## config.mk

```make
export PLATFORM = sky130hd
export DESIGN_NAME = deser8_way
export DESIGN_NICKNAME = d
export VERILOG_FILES = /design/src/rtl/deser_pkg.sv /design/src/rtl/dmux_onehot.sv /design/src/rtl/deser8_way.sv
export SDC_FILE = /design/constraint.sdc
export NUM_CORES = 1
export LEC_CHECK = 0
export ABC_AREA = 1
export CORE_MARGIN = 2
export CORE_UTILIZATION = 35
export CTS_CLUSTER_DIAMETER = 80
export DETAILED_ROUTE_END_ITERATION = 10
export RECOVER_POWER = 25
export REMOVE_ABC_BUFFERS = 1
export SLEW_MARGIN = 10
export SYNTH_ARGS = -nofsm -noshare
export SYNTH_HDL_FRONTEND = slang
export SYNTH_SLANG_ARGS = --single-unit
```

## constraint.sdc

```tcl
create_clock -name clk -period 1.8 [get_ports clk]
set_input_delay 0.36 -clock clk [delete_from_list [all_inputs] [get_ports clk]]
set_output_delay 0.36 -clock clk [all_outputs]
set_load 0.1 [all_outputs]
```

## src/rtl/deser_pkg.sv

```systemverilog
// Shared types and helpers for the serial-to-parallel deserializer.
package deser_pkg;

    typedef enum logic {COLLECT, HOLD} deser_state_t;

    localparam int DEFAULT_WIDTH = 8;

    // Maps a pointer count to its physical lane, honouring bit order.
    function automatic int lane_of(input int ptr, input bit msb_first, input int width = DEFAULT_WIDTH);
        return msb_first ? (width - 1 - ptr) : ptr;
    endfunction

endpackage

```

## src/rtl/dmux_onehot.sv

```systemverilog
// Pointer-to-one-hot lane write decoder, gated by the accept strobe.
module dmux_onehot
    import deser_pkg::*;
#(
    parameter int WIDTH     = DEFAULT_WIDTH,
    parameter bit MSB_FIRST = 1'b0
) (
    input  logic [$clog2(WIDTH)-1:0] ptr,
    input  logic                     strobe,
    output logic [WIDTH-1:0]         we
);

    always_comb begin
        we = '0;
        for (int i = 0; i < WIDTH; i++) begin
            we[i] = strobe && (lane_of(int'(ptr), MSB_FIRST, WIDTH) == i);
        end
    end

endmodule

```

## src/rtl/deser8_way.sv

```systemverilog
// Serial-to-parallel deserializer with an assembly register and a
// double-buffered output holding register, valid/ready on both sides.
module deser8_way
    import deser_pkg::*;
#(
    parameter int WIDTH     = DEFAULT_WIDTH,
    parameter bit MSB_FIRST = 1'b0
) (
    input  logic             clk,
    input  logic             reset,
    input  logic             in,
    input  logic             in_valid,
    output logic             in_ready,
    input  logic             frame_start,
    output logic [WIDTH-1:0] out,
    output logic             out_valid,
    input  logic             out_ready,
    output logic             overrun,
    input  logic             clear_err
);

    localparam int PW = $clog2(WIDTH);
    localparam logic [PW-1:0] LAST = PW'(WIDTH - 1);

    deser_state_t     state, state_next;
    logic [PW-1:0]    ptr, ptr_next, lane_ptr;
    logic [WIDTH-1:0] asm_word, asm_next, out_next, lane_we, word;
    logic             out_valid_next, overrun_next;
    logic             accept, sync, complete, out_free;

    assign in_ready = (state == COLLECT);
    assign accept   = in_valid && in_ready;
    assign sync     = accept && frame_start;
    assign lane_ptr = sync ? '0 : ptr;
    assign complete = accept && (lane_ptr == LAST);
    assign out_free = !out_valid || out_ready;

    // A resync discards the partial word, so the merge base becomes zero.
    assign word = ((sync ? '0 : asm_word) & ~lane_we) | (lane_we & {WIDTH{in}});

    dmux_onehot #(
        .WIDTH     (WIDTH),
        .MSB_FIRST (MSB_FIRST)
    ) u_dmux (
        .ptr    (lane_ptr),
        .strobe (accept),
        .we     (lane_we)
    );

    always_comb begin
        state_next     = state;
        ptr_next       = ptr;
        asm_next       = asm_word;
        out_next       = out;
        out_valid_next = out_valid && !out_ready;
        overrun_next   = (overrun && !clear_err) || (sync && (ptr != '0));
        case (state)
            COLLECT: begin
                if (accept) begin
                    if (complete) begin
                        ptr_next = '0;
                        if (out_free) begin
                            out_next       = word;
                            out_valid_next = 1'b1;
                            asm_next       = '0;
                        end else begin
                            asm_next   = word;
                            state_next = HOLD;
                        end
                    end else begin
                        asm_next = word;
                        ptr_next = lane_ptr + PW'(1);
                    end
                end
            end
            HOLD: begin
                if (out_free) begin
                    out_next       = asm_word;
                    out_valid_next = 1'b1;
                    asm_next       = '0;
                    ptr_next       = '0;
                    state_next     = COLLECT;
                end
            end
        endcase
    end

    always_ff @(posedge clk) begin
        if (reset) begin
            state     <= COLLECT;
            ptr       <= '0;
            asm_word  <= '0;
            out       <= '0;
            out_valid <= 1'b0;
            overrun   <= 1'b0;
        end else begin
            state     <= state_next;
            ptr       <= ptr_next;
            asm_word  <= asm_next;
            out       <= out_next;
            out_valid <= out_valid_next;
            overrun   <= overrun_next;
        end
    end

endmodule

```

==> impl_metrics.toml <==
[worst_setup_path]
path_cells = "inv_2 -> nand3_2 -> nand3_2 -> inv_1 -> ha_1 -> inv_1 -> nor3_1 -> inv_1 -> a21oi_1 -> nor2_1"
r2r_end = "out[3]"
rr_worst_depth = 10
max_stage_delay_ps = 510
slowest_stage = "dfxtp_1"
r2r_start = "state"
reg2reg_slack_ps = 160
arrival_ps = 1870
cp-start-kind = "flip-flop"
crit_top_cell = "inv_1"
critPathMaxFanout = 6
crit_type = "reg -> reg"
end_kind = "flip-flop"
critPathRequiredTime_ps = 2030

[timing]
worstMarginPinSlew_ps = 547
finalHoldViolCount = 0
setup_tns_ps = 0
fmax_mhz = 610
fin_skew_ps = 14.8
setup_ws_ps = 160
hold_slack_ps = 470
rsz0062_at_grt = "no"
drv_slew = 0
finalSetupViolCount = 0
fin_crit_ps = 1640
post-route-period-util_pct = 91.1
max-slew-margin-rel_pct = 63.7

[min_path]
holdPathEnd = "overrun"
min_from = "overrun"
hold_path_depth = 2
hold_class = "reg -> reg"

[clock_tree]
cts-root-buf = "clkbuf_4"
cts_setup_buffers = 0
cts_tree = "built"
h-tree-depth = 1
tritoncts_num_sinks = 22
path_clk_slew_ps = 140
cts_inserted_buffers = 3
worstSkewPairLatency_ps = 320
clk_path_buf_depth = 2

[yosys]
yosys_register_bits = 22
synthDistinctLibCells = 26
yosysWarnings = 0
seq_area_frac_synth_pct = 37.4
synth_area_per_cell_um2 = 6.72
netlist_instances = 175
syn_area_um2 = 1180

[drt]
drt-total-wl_mm = 2.95
drt-initial-drc-count = 38
ant_nets = 0
vias_per_cell = 4.96
vias = 1260
drt-wirelength-per-cell_um = 11.6
dr.pass1.iters = 4
drc = 0

[place]
dpl_worst_slack_ps = -150
dpl_cell_area_um2 = 1600
dp.cells = 250
portBuffers = 17
hpwl_mm = 2.32
place_congestion = 0.862

[die]
io_pins = 18
core_um2 = 3280
initial_core_util_pct = 35.8
dieArea_um2 = 3840
die_y_um = 62.0
rows = 21
die_x_um = 62.0

[pwr]
leakagePower_nw = 0.699
ir_drop_uv = 258
total_power_mw = 1.02
power_density_nw_per_um2 = 667

[layout]
final_util_pct = 46.7
num_antenna_cells = 0
fillers = 351
fin_cells = 254
drive_gt1_share_pct = 23.6
area_growth_pct = 30.5
stdcell_area_um2 = 1540
nets = 217

[global_routing]
overflow = 0
grt.total_usage_pct = 17.3
grt_pass1_vias = 1200
grt_max_degree = 14
antenna_found_initial = 0
grt_pass1_wl_mm = 4.99

[run]
drv_cap = 0

[status]
status = "complete, no violations"
==> layer usage <==
layer	GRT usage [%]	vias up	wire length [um]
met3	3.73	12	162
met5	0	-	0
li1	-	630	-
met4	8.81	0	79
met1	21.2	574	1290
met2	28.6	44	1410
==> how the worst max path moves through the flow <==
stage / startpoint / endpoint / cells past startpoint
floorplan: out_valid / asm_word[3] / 7
global placement: in_valid / out[3] / 9
detailed placement: in_valid / out[3] / 9
CTS: state / in_ready / 3
global route: in_valid / asm_word[0] / 12
finish: state / out[3] / 10
==> sequential cells by signal (all words and copies together), names as in the netlist <==
register   cells
state          1
out_valid      1
overrun        1
ptr            3
asm_word       8
out            8
==> Yosys cell counts <==
master	count	area [um^2]
nand2_1	47	176
dfxtp_1	22	440
nor2_1	20	75.1
inv_1	19	71.3
a21oi_1	16	80.1
o21ai_0	11	55.1
o21ai_1	6	30.0
nand3_1	5	25.0
a21oi_2	4	35.0
inv_2	4	15.0
nand3_2	4	40.0
buf_4	2	15.0
nor3_1	2	10.0
a211oi_1	1	7.51
a31o_2	1	8.76
a31oi_1	1	6.26
buf_2	1	5.00
buf_8	1	15.0
clkbuf_1	1	3.75
ha_1	1	12.5
nand2_2	1	6.26
nand2_4	1	11.3
nand4_1	1	6.26
nor2_2	1	6.26
nor2_4	1	11.3
o211ai_1	1	7.51
==> area by class of cell <==
cell class                      count  area (um^2)  share of cell area, %
Timing Repair Buffer               34          288                   18.7
Clock buffer                        3         22.5                   1.47
Inverter                           23         86.3                   5.62
Clock inverter                      1         30.0                   1.96
Multi-Input combinational cell    125          611                   39.8
Sequential cell                    22          440                   28.7
Tap cell                           46         57.6                   3.75
==> power by group <==
group	leakage (nW)	internal, mW	switching (mW)
Sequential	0.178	0.497	0.00934
Combinational	0.493	0.0523	0.0822
Clock	0.0279	0.225	0.158
==> cell families (layout without fill, tap and decap cells) <==
family                   Yosys count  count (layout)  share of synthesized area (%)
adder cells (fa/ha/maj)            1               1                           1.06
buffers and inverters             28              61                           10.6
flip-flops                        22              22                           37.4
AO/OA/AOI/OAI                     41              41                           19.6
AND/OR/NAND/NOR                   83              83                           31.3
==> critical path: cells and delay by family (launching register included) <==
family	cells	cell delay, ps
flops	1	510
simple gates	4	490
buf+inv	4	260
compound gates	1	150
fa+ha+maj	1	140
==> cell usage in the layout (no fill, tap or decap), drive strengths merged <==
cell and instances:
o21ai 17, nor2 22, ha 1, a211oi 1, clkdlybuf4s50 6, inv 23, bufinv 1, a31oi 1
clkbuf 11, a21oi 20, dfxtp 22, nand4 1, a31o 1, nand3 9, o211ai 1, nor3 2
nand2 49, buf 20
==> what timing repair did <==
| action | in CTS | in global routing |
|---|---|---|
| hold buffers | 0 | 0 |
| setup endpoints to repair | 0 | 1 |
| gates resized for setup | 0 | 1 |
| endpoints found under the hold margin | 0 | 0 |
Power figures use the tool's default switching activity.
